**src/rtl/fetch_if.sv**
```systemverilog
// Fetch unit bus bundle: control inputs, instruction memory port and decode-side queue head.
// The fetch unit connects through the slave modport; its environment uses master.
interface fetch_if #(
  parameter int unsigned DATA_W = 8,
  parameter int unsigned ADDR_W = 8,
  parameter int unsigned QDEPTH = 4
);
  localparam int unsigned CW = $clog2(QDEPTH) + 1;

  logic              halt;
  logic              redirect;
  logic [ADDR_W-1:0] redirect_pc;
  logic              imem_req;
  logic [ADDR_W-1:0] imem_addr;
  logic [DATA_W-1:0] imem_data;
  logic              ir_valid;
  logic              ir_ready;
  logic [DATA_W-1:0] ir_data;
  logic [ADDR_W-1:0] ir_pc;
  logic [CW-1:0]     q_count;

  modport slave (
    input  halt, redirect, redirect_pc, imem_data, ir_ready,
    output imem_req, imem_addr, ir_valid, ir_data, ir_pc, q_count
  );

  modport master (
    output halt, redirect, redirect_pc, imem_data, ir_ready,
    input  imem_req, imem_addr, ir_valid, ir_data, ir_pc, q_count
  );
endinterface

```
**src/rtl/fetch_unit.sv**
```systemverilog
// Instruction fetch unit: sequential PC, one-cycle-latency memory port, prefetch queue.
// Requests are throttled so queued plus in-flight words never exceed the queue depth.
module fetch_unit #(
  parameter int unsigned       DATA_W   = 8,
  parameter int unsigned       ADDR_W   = 8,
  parameter int unsigned       QDEPTH   = 4,
  parameter logic [ADDR_W-1:0] RESET_PC = '0
) (
  input logic   clk,
  input logic   rst,
  fetch_if.slave bus
);
  localparam int unsigned   PW    = $clog2(QDEPTH);
  localparam int unsigned   CW    = PW + 1;
  localparam logic [CW:0]   LIMIT = (CW+1)'(QDEPTH);

  logic [ADDR_W-1:0] r_pc;
  logic [ADDR_W-1:0] r_tag;
  logic              r_inflight;
  logic [DATA_W-1:0] r_qdata [QDEPTH];
  logic [ADDR_W-1:0] r_qpc   [QDEPTH];
  logic [PW-1:0]     r_wptr;
  logic [PW-1:0]     r_rptr;
  logic [CW-1:0]     r_count;

  logic              w_req;
  logic              w_push;
  logic              w_pop;
  logic              w_valid;
  logic [CW:0]       w_pending;

  always_comb begin
    w_pending = {1'b0, r_count} + {{CW{1'b0}}, r_inflight};
    w_valid   = (r_count != '0);
    w_req     = rst && !bus.redirect && !bus.halt && (w_pending < LIMIT);
    w_push    = r_inflight && !bus.redirect;
    w_pop     = w_valid && bus.ir_ready && !bus.redirect;
  end

  assign bus.imem_req  = w_req;
  assign bus.imem_addr = r_pc;
  assign bus.ir_valid  = w_valid;
  assign bus.q_count   = r_count;
  // Head is masked when empty so the outputs read zero after reset without clearing storage.
  assign bus.ir_data   = w_valid ? r_qdata[r_rptr] : '0;
  assign bus.ir_pc     = w_valid ? r_qpc[r_rptr]   : '0;

  always_ff @(posedge clk or negedge rst) begin
    if (!rst) begin
      r_pc       <= RESET_PC;
      r_tag      <= '0;
      r_inflight <= 1'b0;
      r_wptr     <= '0;
      r_rptr     <= '0;
      r_count    <= '0;
    end else if (bus.redirect) begin
      r_pc       <= bus.redirect_pc;
      r_inflight <= 1'b0;
      r_wptr     <= '0;
      r_rptr     <= '0;
      r_count    <= '0;
    end else begin
      r_inflight <= w_req;
      if (w_req) begin
        r_tag <= r_pc;
        r_pc  <= r_pc + ADDR_W'(1);
      end
      if (w_push) r_wptr <= r_wptr + PW'(1);
      if (w_pop)  r_rptr <= r_rptr + PW'(1);
      if (w_push && !w_pop)
        r_count <= r_count + CW'(1);
      else if (!w_push && w_pop)
        r_count <= r_count - CW'(1);
    end
  end

  always_ff @(posedge clk) begin
    if (w_push) begin
      r_qdata[r_wptr] <= bus.imem_data;
      r_qpc[r_wptr]   <= r_tag;
    end
  end
endmodule

```
**src/flat_wrapper.sv**
```systemverilog
// flat-port wrapper written by rule: the top's interface ports become plain ports
module fetch_unit_flat 
#(
  parameter int unsigned       DATA_W   = 8,
  parameter int unsigned       ADDR_W   = 8,
  parameter int unsigned       QDEPTH   = 4,
  parameter logic [ADDR_W-1:0] RESET_PC = '0
)
  (clk, rst, bus_halt, bus_redirect, bus_redirect_pc, bus_imem_data, bus_ir_ready, bus_imem_req, bus_imem_addr, bus_ir_valid, bus_ir_data, bus_ir_pc, bus_q_count);
  fetch_if #(.DATA_W(DATA_W), .ADDR_W(ADDR_W), .QDEPTH(QDEPTH)) bus_i ();
  input logic clk;
  input logic rst;
  input wire logic [$bits(bus_i.halt)-1:0] bus_halt;
  input wire logic [$bits(bus_i.redirect)-1:0] bus_redirect;
  input wire logic [$bits(bus_i.redirect_pc)-1:0] bus_redirect_pc;
  input wire logic [$bits(bus_i.imem_data)-1:0] bus_imem_data;
  input wire logic [$bits(bus_i.ir_ready)-1:0] bus_ir_ready;
  output wire logic [$bits(bus_i.imem_req)-1:0] bus_imem_req;
  output wire logic [$bits(bus_i.imem_addr)-1:0] bus_imem_addr;
  output wire logic [$bits(bus_i.ir_valid)-1:0] bus_ir_valid;
  output wire logic [$bits(bus_i.ir_data)-1:0] bus_ir_data;
  output wire logic [$bits(bus_i.ir_pc)-1:0] bus_ir_pc;
  output wire logic [$bits(bus_i.q_count)-1:0] bus_q_count;
  assign bus_i.halt = bus_halt;
  assign bus_i.redirect = bus_redirect;
  assign bus_i.redirect_pc = bus_redirect_pc;
  assign bus_i.imem_data = bus_imem_data;
  assign bus_i.ir_ready = bus_ir_ready;
  assign bus_imem_req = bus_i.imem_req;
  assign bus_imem_addr = bus_i.imem_addr;
  assign bus_ir_valid = bus_i.ir_valid;
  assign bus_ir_data = bus_i.ir_data;
  assign bus_ir_pc = bus_i.ir_pc;
  assign bus_q_count = bus_i.q_count;
  fetch_unit #(.DATA_W(DATA_W), .ADDR_W(ADDR_W), .QDEPTH(QDEPTH), .RESET_PC(RESET_PC)) u_core (.clk(clk), .rst(rst), .bus(bus_i));
endmodule
```
**config.mk**
```make
export PLATFORM = sky130hd
export DESIGN_NAME = fetch_unit_flat
export DESIGN_NICKNAME = d
export VERILOG_FILES = /design/src/rtl/fetch_if.sv /design/src/rtl/fetch_unit.sv /design/src/flat_wrapper.sv
export SDC_FILE = /design/constraint.sdc
export NUM_CORES = 1
export LEC_CHECK = 0
export ABC_AREA = 0
export ABC_CLOCK_PERIOD_IN_PS = 2670
export CAP_MARGIN = 20
export CORE_MARGIN = 3
export CORE_UTILIZATION = 35
export CTS_BUF_LIST = sky130_fd_sc_hd__clkbuf_4 sky130_fd_sc_hd__clkbuf_8
export DETAILED_ROUTE_END_ITERATION = 10
export GPL_ROUTABILITY_DRIVEN = 0
export GPL_TIMING_DRIVEN = 0
export PLACE_DENSITY = 0.63
export RECOVER_POWER = 100
export SYNTH_ARGS = -nofsm -noshare
export SYNTH_HDL_FRONTEND = slang
export SYNTH_SLANG_ARGS = --single-unit
```
**constraint.sdc**
```tcl
create_clock -name clk -period 2.67 [get_ports clk]
set_clock_uncertainty 0.2 [all_clocks]
set_input_delay 0.534 -clock clk [delete_from_list [all_inputs] [get_ports clk]]
set_output_delay 0.534 -clock clk [all_outputs]
set_load 0.01 [all_outputs]
```
### Yosys cells after proc, flatten, opt, wreduce, memory -nomap -nowiden

Memory sizes are Yosys's and may differ from the RTL's.
Index checks and enable logic that the tools add are counted.

* memories kept: 2
* output and inout bits: 29
* flip-flop bits (word level): 24
* input bits: 21
* word-level logic and storage cells: 48
* bits in writable memories: 64

* mux-type cells: 14
* $lt $le $gt $ge: 1
* reductions and logical operators: 18
* add/subtract/negate cells: 6
* bitwise operators: 1

Memories
* u_core.r_qdata: words 4, bits a word 8, rd ports 1, clocked after memory_dff 0, write ports 1, RTL line fetch_unit.sv:20 `logic [DATA_W-1:0] r_qdata [QDEPTH];`
* u_core.r_qpc: words 4, bits a word 8, rd ports 1, clocked after memory_dff 0, write ports 1, RTL line fetch_unit.sv:21 `logic [ADDR_W-1:0] r_qpc [QDEPTH];`

Operators with widths (number)
* $mux 8: 4
* $mux 3: 3
* $add 8x1->8 const B: 1
* $logic_and 1x1->1: 8
* $mux 2: 4
* $reduce_bool 2->1: 3
* $reduce_bool 3->1: 2
* $add 2x1->2 const B: 2
* $add 3x1->4: 1
* $logic_not 1->1: 4
* $lt 4x3->1 const B: 1
* $add 3x1->3 const B: 1
* $mux 1: 3
* $sub 3x1->3 const B: 1
* $reduce_and 2->1: 1
* $not 1->1: 1

### Depth between registers and ports, before layout

* word-level depth: 7
* depth in mapped cells: 8
* gate-level depth less buffers: 7

### Worst setup path before layout

OpenSTA, ideal clock, no wires.

* path type: reg-to-output
* start: register u_core.r_rptr[0]
* end: output bus_ir_data[0]
* data required time: 1.936 ns
* stages on the path, launching flop included: 5
* slack: 0.539 ns
* data arrival time: 1.397 ns
* cells stage by stage: dfrtp_1 -> buf_4 -> buf_4 -> mux4_2 -> and2_1

* longest elaborated chain between the ends: 2

RTL lines
* start, declared: RTL line fetch_unit.sv:23 `logic [PW-1:0] r_rptr;`
* start signal, assigned: RTL line fetch_unit.sv:69 `if (w_pop) r_rptr <= r_rptr + PW'(1);`
* $mem_v2 4x8
* $mux 8: RTL line fetch_unit.sv:45 `assign bus.ir_data = w_valid ? r_qdata[r_rptr] : '0;`
* end, declared: RTL line flat_wrapper.sv:21 `output wire logic [$bits(bus_i.ir_data)-1:0] bus_ir_data;`

No other way between the ends.

### Worst setup path in the final report

Ends and elaborated chain as after synthesis.

==> impl_metrics.csv <==
group,metric,value,unit
outcome,outcome,"complete, no violations",
worst_setup_path,rr_endpoint,"u_core.r_qpc[0][6]$_DFFE_PP_",
cells_and_area,final_nets,337,
synthesis,syn_area,3710,µm²
drt,finalWirelength,7070,µm
clock_tree,clk_latency,350,ps
hold_path,hold_path.class,"primary input to register",
die,rows,36,
placement,dp_hpwl,4470,µm
cells_and_area,final.fill_count,915,
synthesis,ys_seq_elements,88,
synthesis,syn_area_per_cell,15.8,µm²
clock_tree,cts.path.max_buffers,2,
sta,slew_headroom,42.2,%
power,pwr-share-comb,31.5,%
placement,io_buffers,48,
drt,wl_per_cell,15.8,µm
worst_setup_path,critPathMaxFanout,6,
drt,drc,0,
worst_setup_path,startpoint,"u_core.r_rptr[0]$_DFFE_PN0P_",
drt,ant_nets,0,
cells_and_area,utilization,46.9,%
sta,max_freq,384,MHz
global_route,grt_pass1_wl,11400,µm
clock_tree,h-tree-depth,3,
power,seq_power_share,46.1,%
placement,dp.cells,417,
cells_and_area,multiInputGateArea,1080,µm²
clock_tree,cts_inserted_buffers,9,
synthesis,synthCells,235,
global_route,grt_overflow,0,
sta,slew_viol_final,0,
cells_and_area,final_cells,448,
sta,setup_viol_count_final,0,
sta,rsz0062_at_grt,"no",
cells_and_area,regArea,2530,µm²
synthesis,yosysUniqueCellTypes,41,
die,die_x,109,µm
sta,finalHoldViolations,0,
synthesis,seq_area_frac_synth,68.0,%
worst_setup_path,crit_end,"bus_ir_data[0]",
die,die_y,109,µm
cells_and_area,diodes,0,
die,start_util,36.9,%
sta,worst_pin_slew,863,ps
synthesis,yosysWarningCount,0,
power,sw_frac_of_total,29.3,%
sta,worst_slack,68.1,ps
clock_tree,clock-sinks,88,
die,core,10000,µm²
worst_setup_path,rrSetupSlack,310,ps
drt,initialDrtViolationCount,67,
worst_setup_path,reg2reg_from,"u_core.r_inflight$_DFF_PN0_",
power,powerDensity,784,nW/µm²
power,leakagePower,1.74,nW
global_route,grt_max_degree,20,
drt,drtPass1Iterations,4,
worst_setup_path,cp.arrival,1870,ps
worst_setup_path,cp-start-kind,"register",
run,maxCapViolCount,0,
die,die_area,11900,µm²
global_route,antenna_found_initial,0,
power,ir_drop,0.329,mV
power,switching_power,0.00108,W
clock_tree,cts-root-buf,"clkbuf_8",
power,internal_power,0.00261,W
worst_setup_path,crit_type,"register to primary output",
clock_tree,cts_tree,"yes",
global_route,grt_pass1_vias,2230,
cells_and_area,drive_gt1_share,20.0,%
drt,viasPerCell,4.79,
power,p_clk_share,22.5,%
synthesis,synthesis.nets,262,
worst_setup_path,required,1940,ps
worst_setup_path,cp-end-kind,"primary output",
die,ioPinCount,50,
clock_tree,clkSlewWorstSetupHoldPaths,80,ps
sta,hold_slack,294,ps
global_route,grt_usage,12.8,%
sta,finalCriticalPeriod,2600,ps
cells_and_area,area_growth,27.0,%
drt,vias,2147,
worst_setup_path,rr_worst_depth,3,
sta,fin_crit_sh,97.4,%
placement,dp_slack,-868,ps
==> power by group through the flow <==
stage	Sequential, W	Combinational [W]	Clock, W
after floorplan	0.00173	0.000583	0
after detailed placement	0.00175	0.00106	0
final	0.00170	0.00116	0.000829
after CTS	0.00170	0.00115	0.000841
after global routing	0.00171	0.00127	0.000907
after global placement	0.00174	0.00104	0
==> routing by layer <==
metal	vias to the layer above	global-route usage [%]	routed length (µm)
met2	60	19.7	3190
met1	1050	17.5	3400
met5	-	0	0
met3	11	3.26	355
li1	1026	-	-
met4	0	4.60	119
==> worst max-delay path: stages, from the launching register on <==
cell	delay [ps]
dfrtp_1	360
buf_8	140
clkbuf_16	140
mux4_2	480
and2_1	170
clkdlybuf4s15_1	220
==> registers in the layout, summed over array words and instances (netlist names) <==
| register | cells |
|---|---|
| u_core.r_qdata | 32 |
| u_core.r_qpc | 32 |
| u_core.bus.imem_addr | 8 |
| u_core.r_tag | 8 |
| u_core.bus.q_count | 3 |
| u_core.r_rptr | 2 |
| u_core.r_wptr | 2 |
| u_core.r_inflight | 1 |
==> cells by family after synthesis <==
| group | Yosys count | synth area share, % |
|---|---|---|
| XOR/XNOR | 5 | 1.18 |
| flip-flops | 88 | 68.0 |
| AO/OA/AOI/OAI | 24 | 4.96 |
| buffers and inverters | 19 | 2.77 |
| multiplexers | 18 | 10.3 |
| AND/OR/NAND/NOR | 75 | 10.6 |
| adder cells (fa/ha/maj) | 6 | 2.23 |
==> final cells by class <==
cell class / count / area share, %
Sequential cell: 88 / 53.7
Multi-Input combinational cell: 128 / 23.0
Timing Repair Buffer: 64 / 13.1
Tap cell: 133 / 3.53
Clock buffer: 10 / 2.79
Buffer: 11 / 2.37
Clock inverter: 6 / 0.904
Inverter: 8 / 0.691
==> per-stage QoR <==
stage,TNS (ps),instance area (µm²),total power (W)
5_1_grt,0,4710,0.00389
6_report,0,4710,0.00369
3_5_place_dp,-2890,4380,0.00281
3_3_place_gp,-10880,4350,0.00278
2_1_floorplan,0,3710,0.00231
4_1_cts,0,4680,0.00369
==> worst min path at each step <==
stage,to,startpoint,cells past startpoint
after floorplan,u_core.bus.imem_addr[0]$_DFFE_PN0P_,rst,0
after global placement,u_core.r_qpc[2][1]$_DFFE_PP_,u_core.r_tag[1]$_DFFE_PN0P_,0
after detailed placement,u_core.r_qpc[2][1]$_DFFE_PP_,u_core.r_tag[1]$_DFFE_PN0P_,0
after CTS,u_core.bus.imem_addr[5]$_DFFE_PN0P_,bus_redirect,2
after global routing,u_core.bus.imem_addr[6]$_DFFE_PN0P_,bus_redirect,2
final,u_core.bus.imem_addr[5]$_DFFE_PN0P_,bus_redirect,2
==> synth_stat cells <==
cell / n / share of area, %
o31ai_2: 1 / 0.34
or3_1: 1 / 0.17
xor2_1: 2 / 0.47
inv_1: 7 / 0.71
a21oi_1: 2 / 0.27
o21ai_0: 4 / 0.54
dfrtp_1: 24 / 16
mux2i_1: 2 / 0.54
o2bb2ai_1: 1 / 0.24
a311oi_1: 1 / 0.24
nand4_1: 1 / 0.17
nor4b_4: 1 / 0.64
buf_6: 2 / 0.61
mux4_2: 16 / 9.7
nor3_1: 3 / 0.40
nand2_2: 1 / 0.17
nor4_1: 1 / 0.17
a22oi_1: 3 / 0.61
ha_1: 5 / 1.7
edfxtp_1: 64 / 52
nor2_1: 10 / 1.0
o21bai_1: 2 / 0.40
and4_1: 1 / 0.24
inv_2: 1 / 0.10
nor2b_1: 2 / 0.34
a211oi_1: 1 / 0.20
clkbuf_1: 1 / 0.10
buf_2: 4 / 0.54
buf_4: 3 / 0.61
nand2b_1: 1 / 0.17
nand2_1: 26 / 2.6
buf_1: 1 / 0.10
a21o_1: 2 / 0.40
a221o_1: 5 / 1.4
xnor2_1: 3 / 0.71
nand3_1: 4 / 0.54
nor3b_1: 1 / 0.20
and2_1: 22 / 3.7
a21oi_2: 1 / 0.24
fa_1: 1 / 0.54
o21ai_1: 1 / 0.13
==> cells in the final DEF (no fill, tap or decap), types with 3 or more instances in the layout <==
cell | synthesis | final
a221o_1 | 5 | 5
clkbuf_8 | 0 | 10
buf_4 | 3 | 10
dfrtp_1 | 24 | 21
ha_1 | 5 | 5
nor2_1 | 10 | 10
nand2_1 | 26 | 26
clkdlybuf4s15_1 | 0 | 14
mux4_2 | 16 | 16
nand3_1 | 4 | 4
dfrtp_2 | 0 | 3
clkbuf_1 | 1 | 4
buf_6 | 2 | 4
and2_0 | 0 | 6
clkdlybuf4s50_1 | 0 | 10
xnor2_1 | 3 | 3
nor3_1 | 3 | 3
a22oi_1 | 3 | 3
inv_4 | 0 | 3
edfxtp_1 | 64 | 64
inv_1 | 7 | 7
o21ai_0 | 4 | 5
dlygate4sd3_1 | 0 | 21
and2_1 | 22 | 16
==> timing repair <==
action	in CTS	in global routing
hold endpoints to repair	5	0
pin swaps	2	2
hold buffers	2	0
resized for setup	44	15
setup buffers	8	4
endpoints found under the setup margin	18	14
cloned	0	1
Note: power is estimated with default switching activity, not from simulation.
